## config.mk

```make
export PLATFORM = sky130hd
export DESIGN_NAME = mem_dcache_req_ctrl_flat
export DESIGN_NICKNAME = d
export VERILOG_FILES = /design/src/rtl/mem_dcache_req_ctrl_if.sv /design/src/rtl/mem_dcache_req_ctrl.sv /design/src/flat_wrapper.sv
export SDC_FILE = /design/constraint.sdc
export NUM_CORES = 1
export LEC_CHECK = 0
export ABC_AREA = 1
export BUFFER_PORTS_ARGS = -buffer_cell sky130_fd_sc_hd__buf_4
export CORE_ASPECT_RATIO = 1.5
export CORE_MARGIN = 2
export CORE_UTILIZATION = 33
export CTS_CLUSTER_DIAMETER = 200
export CTS_CLUSTER_SIZE = 28
export DETAILED_ROUTE_END_ITERATION = 12
export GPL_ROUTABILITY_DRIVEN = 0
export PLACE_DENSITY = 0.62
export SLEW_MARGIN = 5
export SYNTH_ARGS = -nofsm -noshare
export SYNTH_HDL_FRONTEND = slang
export SYNTH_SLANG_ARGS = --single-unit
```

## constraint.sdc

```tcl
create_clock -name i_clk -period 2.9 [get_ports i_clk]
set_input_delay 0.58 -clock i_clk [delete_from_list [all_inputs] [get_ports i_clk]]
set_output_delay 0.58 -clock i_clk [all_outputs]
set_load 0.03 [all_outputs]
```

## src/rtl/mem_dcache_req_ctrl_if.sv

```systemverilog
// MEM-stage <-> DCache request bundle: pipeline-side op/control plus the
// valid/addr_ok/data_ok request port. master = controller, slave = environment.
interface mem_dcache_req_ctrl_if #(
   parameter int ADDR_W = 32,
   parameter int DATA_W = 32
);
   logic              mem_valid;
   logic              mem_we;
   logic [1:0]        mem_size;
   logic              mem_unsigned;
   logic [ADDR_W-1:0] mem_addr;
   logic [DATA_W-1:0] mem_wdata;
   logic              flush;
   logic              wb_allowin;
   logic              dc_valid;
   logic              dc_op;
   logic [ADDR_W-1:0] dc_addr;
   logic [3:0]        dc_wstrb;
   logic [DATA_W-1:0] dc_wdata;
   logic              dc_addr_ok;
   logic              dc_data_ok;
   logic [DATA_W-1:0] dc_rdata;
   logic [DATA_W-1:0] mem_rdata;
   logic              mem_stall;
   logic              mem_done;
   logic              mem_ale;

   modport master (
      input  mem_valid, mem_we, mem_size, mem_unsigned, mem_addr, mem_wdata,
             flush, wb_allowin, dc_addr_ok, dc_data_ok, dc_rdata,
      output dc_valid, dc_op, dc_addr, dc_wstrb, dc_wdata,
             mem_rdata, mem_stall, mem_done, mem_ale
   );

   modport slave (
      output mem_valid, mem_we, mem_size, mem_unsigned, mem_addr, mem_wdata,
             flush, wb_allowin, dc_addr_ok, dc_data_ok, dc_rdata,
      input  dc_valid, dc_op, dc_addr, dc_wstrb, dc_wdata,
             mem_rdata, mem_stall, mem_done, mem_ale
   );
endinterface

```

## src/rtl/mem_dcache_req_ctrl.sv

```systemverilog
// MEM-stage DCache initiator: one request per memory op, waits for data_ok, extends loads.
// MEM_ALIGN_CHECK_EN enables misaligned-address exception (mem_ale) instead of a request.
module mem_dcache_req_ctrl #(
   parameter int ADDR_W = 32,
   parameter int DATA_W = 32
) (
   input  logic                   i_clk,
   input  logic                   i_rst,
   mem_dcache_req_ctrl_if.master  io_bus
);
   typedef enum logic [2:0] {S_IDLE, S_REQ, S_WAIT, S_DONE, S_CANCEL} st_t;

   st_t               r_state, w_next;
   logic              r_we, r_uns, r_ale;
   logic [1:0]        r_size;
   logic [ADDR_W-1:0] r_addr;
   logic [3:0]        r_wstrb;
   logic [DATA_W-1:0] r_wdata, r_rdata;

   logic              w_accept, w_mis;
   logic [3:0]        w_strb;
   logic [DATA_W-1:0] w_wrep, w_ext;
   logic [7:0]        w_byte;
   logic [15:0]       w_half;

   assign w_accept = (r_state == S_IDLE) && io_bus.mem_valid && !io_bus.flush;

`ifdef MEM_ALIGN_CHECK_EN
   assign w_mis = ((io_bus.mem_size == 2'd1) && io_bus.mem_addr[0]) ||
                  (io_bus.mem_size[1] && (io_bus.mem_addr[1:0] != 2'b00));
`else
   assign w_mis = 1'b0;
`endif

   // store strobe and lane replication; size 3 falls through as word
   always_comb begin
      w_strb = 4'hF;
      w_wrep = io_bus.mem_wdata;
      case (io_bus.mem_size)
         2'd0: begin
            w_strb = 4'b0001 << io_bus.mem_addr[1:0];
            w_wrep = {4{io_bus.mem_wdata[7:0]}};
         end
         2'd1: begin
            w_strb = 4'b0011 << {io_bus.mem_addr[1], 1'b0};
            w_wrep = {2{io_bus.mem_wdata[15:0]}};
         end
         default: ;
      endcase
   end

   // load lane extract uses the latched address, not the live pipeline input
   always_comb begin
      w_byte = io_bus.dc_rdata[8*r_addr[1:0] +: 8];
      w_half = r_addr[1] ? io_bus.dc_rdata[31:16] : io_bus.dc_rdata[15:0];
      w_ext  = io_bus.dc_rdata;
      case (r_size)
         2'd0:    w_ext = {{24{!r_uns && w_byte[7]}}, w_byte};
         2'd1:    w_ext = {{16{!r_uns && w_half[15]}}, w_half};
         default: ;
      endcase
   end

   always_ff @(posedge i_clk or negedge i_rst) begin
      if (!i_rst) r_state <= S_IDLE;
      else        r_state <= w_next;
   end

   always_comb begin
      w_next             = r_state;
      io_bus.dc_valid    = (r_state == S_REQ);
      io_bus.mem_done    = (r_state == S_DONE);
      io_bus.mem_stall   = 1'b0;
      case (r_state)
         S_IDLE:   if (w_accept) w_next = w_mis ? S_DONE : S_REQ;
         S_REQ: begin
            if (io_bus.flush)           w_next = io_bus.dc_addr_ok ? S_CANCEL : S_IDLE;
            else if (io_bus.dc_addr_ok) w_next = S_WAIT;
         end
         S_WAIT: begin
            if (io_bus.dc_data_ok) w_next = io_bus.flush ? S_IDLE : S_DONE;
            else if (io_bus.flush) w_next = S_CANCEL;
         end
         S_DONE:   if (io_bus.wb_allowin || io_bus.flush) w_next = S_IDLE;
         S_CANCEL: if (io_bus.dc_data_ok) w_next = S_IDLE;
         default:  w_next = S_IDLE;
      endcase
      case (r_state)
         S_DONE:   io_bus.mem_stall = i_rst && !io_bus.wb_allowin;
         S_CANCEL: io_bus.mem_stall = i_rst;
         default:  io_bus.mem_stall = i_rst && io_bus.mem_valid;
      endcase
   end

   always_ff @(posedge i_clk or negedge i_rst) begin
      if (!i_rst) begin
         r_we    <= 1'b0;
         r_uns   <= 1'b0;
         r_size  <= 2'd0;
         r_addr  <= '0;
         r_wstrb <= 4'h0;
         r_wdata <= '0;
         r_rdata <= '0;
         r_ale   <= 1'b0;
      end else begin
         if (w_accept) begin
            r_we    <= io_bus.mem_we;
            r_uns   <= io_bus.mem_unsigned;
            r_size  <= io_bus.mem_size;
            r_addr  <= io_bus.mem_addr;
            r_wstrb <= io_bus.mem_we ? w_strb : 4'h0;
            r_wdata <= w_wrep;
         end
         if (w_accept && w_mis)
            r_rdata <= '0;
         else if ((r_state == S_WAIT) && io_bus.dc_data_ok && !io_bus.flush)
            r_rdata <= r_we ? '0 : w_ext;
         if (w_accept)
            r_ale <= w_mis;
         else if ((r_state == S_DONE) && (w_next != S_DONE))
            r_ale <= 1'b0;
      end
   end

   assign io_bus.dc_op     = r_we;
   assign io_bus.dc_addr   = r_addr;
   assign io_bus.dc_wstrb  = r_wstrb;
   assign io_bus.dc_wdata  = r_wdata;
   assign io_bus.mem_rdata = r_rdata;
`ifdef MEM_ALIGN_CHECK_EN
   assign io_bus.mem_ale   = r_ale;
`else
   assign io_bus.mem_ale   = 1'b0;
`endif
endmodule

```

## src/flat_wrapper.sv

```systemverilog
// flat-port wrapper written by rule: the top's interface ports become plain ports
module mem_dcache_req_ctrl_flat 
#(
   parameter int ADDR_W = 32,
   parameter int DATA_W = 32
)
  (i_clk, i_rst, io_bus_mem_valid, io_bus_mem_we, io_bus_mem_size, io_bus_mem_unsigned, io_bus_mem_addr, io_bus_mem_wdata, io_bus_flush, io_bus_wb_allowin, io_bus_dc_addr_ok, io_bus_dc_data_ok, io_bus_dc_rdata, io_bus_dc_valid, io_bus_dc_op, io_bus_dc_addr, io_bus_dc_wstrb, io_bus_dc_wdata, io_bus_mem_rdata, io_bus_mem_stall, io_bus_mem_done, io_bus_mem_ale);
  mem_dcache_req_ctrl_if #(.ADDR_W(ADDR_W), .DATA_W(DATA_W)) io_bus_i ();
  input  logic i_clk;
  input  logic i_rst;
  input wire logic [$bits(io_bus_i.mem_valid)-1:0] io_bus_mem_valid;
  input wire logic [$bits(io_bus_i.mem_we)-1:0] io_bus_mem_we;
  input wire logic [$bits(io_bus_i.mem_size)-1:0] io_bus_mem_size;
  input wire logic [$bits(io_bus_i.mem_unsigned)-1:0] io_bus_mem_unsigned;
  input wire logic [$bits(io_bus_i.mem_addr)-1:0] io_bus_mem_addr;
  input wire logic [$bits(io_bus_i.mem_wdata)-1:0] io_bus_mem_wdata;
  input wire logic [$bits(io_bus_i.flush)-1:0] io_bus_flush;
  input wire logic [$bits(io_bus_i.wb_allowin)-1:0] io_bus_wb_allowin;
  input wire logic [$bits(io_bus_i.dc_addr_ok)-1:0] io_bus_dc_addr_ok;
  input wire logic [$bits(io_bus_i.dc_data_ok)-1:0] io_bus_dc_data_ok;
  input wire logic [$bits(io_bus_i.dc_rdata)-1:0] io_bus_dc_rdata;
  output wire logic [$bits(io_bus_i.dc_valid)-1:0] io_bus_dc_valid;
  output wire logic [$bits(io_bus_i.dc_op)-1:0] io_bus_dc_op;
  output wire logic [$bits(io_bus_i.dc_addr)-1:0] io_bus_dc_addr;
  output wire logic [$bits(io_bus_i.dc_wstrb)-1:0] io_bus_dc_wstrb;
  output wire logic [$bits(io_bus_i.dc_wdata)-1:0] io_bus_dc_wdata;
  output wire logic [$bits(io_bus_i.mem_rdata)-1:0] io_bus_mem_rdata;
  output wire logic [$bits(io_bus_i.mem_stall)-1:0] io_bus_mem_stall;
  output wire logic [$bits(io_bus_i.mem_done)-1:0] io_bus_mem_done;
  output wire logic [$bits(io_bus_i.mem_ale)-1:0] io_bus_mem_ale;
  assign io_bus_i.mem_valid = io_bus_mem_valid;
  assign io_bus_i.mem_we = io_bus_mem_we;
  assign io_bus_i.mem_size = io_bus_mem_size;
  assign io_bus_i.mem_unsigned = io_bus_mem_unsigned;
  assign io_bus_i.mem_addr = io_bus_mem_addr;
  assign io_bus_i.mem_wdata = io_bus_mem_wdata;
  assign io_bus_i.flush = io_bus_flush;
  assign io_bus_i.wb_allowin = io_bus_wb_allowin;
  assign io_bus_i.dc_addr_ok = io_bus_dc_addr_ok;
  assign io_bus_i.dc_data_ok = io_bus_dc_data_ok;
  assign io_bus_i.dc_rdata = io_bus_dc_rdata;
  assign io_bus_dc_valid = io_bus_i.dc_valid;
  assign io_bus_dc_op = io_bus_i.dc_op;
  assign io_bus_dc_addr = io_bus_i.dc_addr;
  assign io_bus_dc_wstrb = io_bus_i.dc_wstrb;
  assign io_bus_dc_wdata = io_bus_i.dc_wdata;
  assign io_bus_mem_rdata = io_bus_i.mem_rdata;
  assign io_bus_mem_stall = io_bus_i.mem_stall;
  assign io_bus_mem_done = io_bus_i.mem_done;
  assign io_bus_mem_ale = io_bus_i.mem_ale;
  mem_dcache_req_ctrl #(.ADDR_W(ADDR_W), .DATA_W(DATA_W)) u_core (.i_clk(i_clk), .i_rst(i_rst), .io_bus(io_bus_i));
endmodule
```

After elaboration in Yosys (flattened, before gate mapping) --
Cells that the tools add are included.
Storage, ports and cells: register bits 107, bits in latches 0, memory bits (writable) 0, memory bits (read-only) 0, input port bits 107, output and inout bits 105, word-level logic and storage cells 55, memories 0
Operators by class: add/subtract/negate cells 0, multiply operators 0, divide/modulo/power cells 0, order comparisons 0, eq/ne operators 11, shifts and indexed selects 3, multiplexer cells 17, bitwise logic cells 0, reduce and logical (&&, ||, !) cells 16
Operators by type and width (number):
- 32-bit case mux with 2 select lines | 2
- 32-bit 2-to-1 mux | 1
- 32-bit by 6-bit indexed part select with 8-bit output | 1
- 3-bit 2-to-1 mux | 8
- 16-bit 2-to-1 mux | 1
- 3-bit case mux with 5 select lines | 1
- 1-bit logical AND | 8
- 4-bit case mux with 2 select lines | 1
- 3-bit by 2-bit == test with 1-bit output, second input constant | 2
- 3-bit inequality test, second input constant | 2
- 5-bit AND reduction | 1
- 2-bit by 1-bit == test with 1-bit output, second input constant | 2
- 2-bit logical NOT | 2
- 4-bit 2-to-1 mux | 1
- 2-bit by 1-bit inequality test with 1-bit output, second input constant | 2
- 1-bit by 2-bit left shift with 4-bit output, first input constant | 1
- 2-bit by 2-bit left shift with 4-bit output, first input constant | 1
- 3-bit by 1-bit == test with 1-bit output, second input constant | 1
- 3-bit == test, second input constant | 1
- 1-bit logical NOT | 3
- 3-bit logical NOT | 1
- 2-bit 2-to-1 mux | 1
- 2-bit inequality test, second input constant | 1
- 1-bit case mux with 2 select lines | 1
- 1-bit logical OR | 1

Logic depth before layout (Yosys ltp) --
depth after elaboration 5, depth in mapped cells 11, mapped depth without buffers 9

Worst setup path after synthesis --
No wires, ideal clock.
kind input to output, start point input io_bus_wb_allowin, end point output io_bus_mem_stall, data arrival time 1.439 ns, required time 2.320 ns, setup slack 0.881 ns, cell stages on the path 3, buffers on the path 0, cells stage by stage nor2_1 -> nor2_1 -> a21boi_0
Between the ends: longest elaborated chain between the ends 3
Ends and longest elaborated chain:
- start, declared | line flat_wrapper.sv:18 | input wire logic [$bits(io_bus_i.wb_allowin)-1:0] io_bus_wb_allowin;
- 1-bit logical NOT | line mem_dcache_req_ctrl.sv:89 | S_DONE: io_bus.mem_stall = i_rst && !io_bus.wb_allowin;
- 1-bit logical AND | line mem_dcache_req_ctrl.sv:89
- 1-bit case mux with 2 select lines | line mem_dcache_req_ctrl.sv:88 | case (r_state)
- end, declared | line flat_wrapper.sv:28 | output wire logic [$bits(io_bus_i.mem_stall)-1:0] io_bus_mem_stall;
No other way between the ends.

Worst setup path after layout --
start point register u_core.r_state[2], end point output io_bus_mem_stall
Between the ends: longest elaborated chain between the ends 2, elaborated cells between the ends (all ways) 3, classes of those cells 2 x eq/ne; 1 x mux
Ends and longest elaborated chain:
- start, declared | line mem_dcache_req_ctrl.sv:13 | st_t r_state, w_next;
- start signal, assigned | line mem_dcache_req_ctrl.sv:66 | else r_state <= w_next;
- 3-bit == test / 3-bit by 2-bit == test with 1-bit output (equally long branches) | line mem_dcache_req_ctrl.sv:88
- 1-bit case mux with 2 select lines * | line mem_dcache_req_ctrl.sv:88
Every way passes the cells marked *; elsewhere a longest branch is shown, timed or not.

==> results.toml <==
[drt]
routed_wl_um = 15800
first_pass_iters = 4
wire_per_inst_um = 14.6
top_layer = "met4"
route.met3.wl_um = 969
wl_met2_um = 8350
wl_met1_um = 6140
vias = 5006
drt-vias-per-instance = 4.62
drt_iter0_drc = 175
antenna_left = 0
drc = 0

[clock_network]
numCtsBuffers = 9
cts_tree = "built"
clk_pin_slew_ps = 80
root_buffer = "clkbuf_16"
cts_hold_buf = 0
post_cts_buffers = 0
cts_resized = 0
clock-sinks = 107
htree_num_levels = 3
clock_path_buffers = 2
clk-insertion-delay-late_ps = 340

[power_and_ir_drop]
intPower_mw = 4.33
p_sw_mw = 3.83
total_power_mw = 8.16
ir_worst_vdd_mv = 0.470
p_leak_nw = 4.04
power.share.combinational = 0.522
power_frac_clock = 0.157
switching_share = 0.469
p_per_area_nw_per_um2 = 1140
pwr-share-seq = 0.321

[global_routing]
grt_pass1_vias = 4997
grtUsageTotal = 0.190
grt-ovfl-total = 0
grt_antenna_before_repair = 0
grt_pass1_wl_um = 24900
grt_max_degree = 95

[sta]
tns_ps = 0
hold_viol = 0
min_period_ps = 2110
fin_skew_ps = 7.55
slew_headroom = 0.454
finalSetupViolCount = 0
worst_slack_ps = 793
tightestPinTransition_ps = 820
timing.final.crit_share = 0.727
clock.fmax_mhz = 475
finalMaxSlewViolations = 0
rsz0062_at_grt = "false"

[cells_and_area]
diodes = 0
regArea_sq_um = 2680
final_cell_mix = "nand2_1 (342), buf_4 (215), dfrtp_1 (107)"
multi_input_area_sq_um = 2190
finalNonFillerCells = 1084
layout-area-overhead-vs-synth_pct = 39.1
utilization = 0.473
final_common_cell = "nand2_1"
fill_cells = 1585
drive_gt1_frac = 0.289
layout.nets = 987

[yosys]
synthCells = 686
synth_top_area_frac = 0.521
synth-seq-cells = 107
syn_area_sq_um = 5140
yosys.area.top_type = "dfrtp_1"
synth_cell_types = 27
yosys_warnings = 0
synth-edff-count = 0
synth-seq-area-share = 0.521
syn_nets = 793
synth_area_leaders = "dfrtp_1 (52%), nand2_1 (25%), o21ai_0 (3.9%)"
synth.avg_cell_area_sq_um = 7.50
synth_async_sr_flop_share = 1.00
synth_flop_cell = "dfrtp_1"

[die]
io_pins = 212
rows = 55
die_x_um = 106
initial_core_util = 0.340
fp.dieH_um = 157
core-area_sq_um = 15100
die_area_sq_um = 16600

[setup_path]
critPathKind = "flop to output pin"
cp_max_fo = 3
path_cells = "inv_1 -> nand3_1 -> nor2_1 -> nor2_1 -> a21boi_0 -> buf_4"
startpoint_type = "flop"
regToRegSetupSlack_ps = 1100
r2r_end = "u_core.io_bus.mem_rdata[0]"
crit_required_ps = 2320
crit_path_top_delay_cell = "dfrtp_1"
worst_r2r_path_depth = 7
worstReg2RegStart = "u_core.r_state[0]"
max_stage_delay_ps = 390
worstPathArrival_ps = 1530
crit_top_cell = "nor2_1"
end_kind = "output pin"

[run_status]
status = "completed"

[worst_hold_path]
hold_class = "input pin to async pin"

[place]
placedCellCount = 1068
hpwl_um = 11600
dp_worst_setup_slack_ps = 914
io_buffers = 210

[job]
max_cap_viol_count = 0
-- sequential cells by signal, summed over array words and instances (netlist names) --
register / count
u_core.io_bus.dc_wdata: 32
u_core.io_bus.dc_wstrb: 4
u_core.io_bus.mem_rdata: 32
u_core.r_size: 2
u_core.io_bus.dc_op: 1
u_core.io_bus.dc_addr: 32
u_core.r_state: 3
u_core.r_uns: 1
-- worst max path at each step --
stage	startpoint	to	slack, ps	cells past startpoint
after global routing	u_core.r_state[2]	io_bus_mem_stall	590	6
after global placement	io_bus_flush	u_core.io_bus.dc_addr[18]	950	7
final	u_core.r_state[2]	io_bus_mem_stall	790	6
after CTS	u_core.r_state[2]	io_bus_mem_stall	770	6
after floorplan	io_bus_wb_allowin	io_bus_mem_stall	880	3
after detailed placement	io_bus_flush	u_core.io_bus.dc_addr[21]	910	7
-- power by group through the flow --
stage	clock, mW	sequential [mW]	combinational [mW]
5_1_grt	1.39	2.71	4.64
3_3_place_gp	0	2.64	4.26
6_report	1.28	2.62	4.26
3_5_place_dp	0	2.64	4.31
4_1_cts	1.32	2.63	4.31
2_1_floorplan	0	3.85	1.45
-- cell usage after synthesis, types with 3 or more instances --
cell / number
o21ai_0: 40
nand3_1: 30
nand2_2: 3
clkbuf_1: 12
nor2_2: 11
nor2_1: 49
inv_2: 3
dfrtp_1: 107
a21oi_1: 29
inv_1: 22
buf_2: 16
o21ai_1: 3
nand2_1: 342
-- cells by family after synthesis --
family,after synthesis,synth area share
AO/OA/AOI/OAI,75,0.0745
buffers and inverters,58,0.0528
other,1,0.000729
AND/OR/NAND/NOR,445,0.351
flip-flops,107,0.521
-- layout make-up --
| type | count | area share |
|---|---|---|
| clock inverters | 7 | 0.0115 |
| multi-input cells | 521 | 0.307 |
| repair buffers | 216 | 0.228 |
| flip-flops and latches | 107 | 0.374 |
| inverters | 25 | 0.0131 |
| clock buffers | 9 | 0.0315 |
| well taps | 199 | 0.0348 |
-- worst max-delay path, delay by kind of cell, from the launching register on --
family,cells,cell delay [ps]
AO/OA/AOI/OAI,1,190
buffers and inverters,2,280
flip-flops,1,390
AND/OR/NAND/NOR,3,320
-- through the flow --
step	hold slack, ps	cell area (sq um)
floorplan	284	5140
global placement	456	6850
detailed placement	461	6850
CTS	417	7160
global route	420	7160
finish	414	7160
-- metal layers --
metal / track usage / vias to the layer above
met5: 0 / -
met2: 0.348 / 158
met4: 0.0695 / 0
met3: 0.0439 / 22
li1: - / 2518
met1: 0.214 / 2308
(Power assumes the default switching activity.)
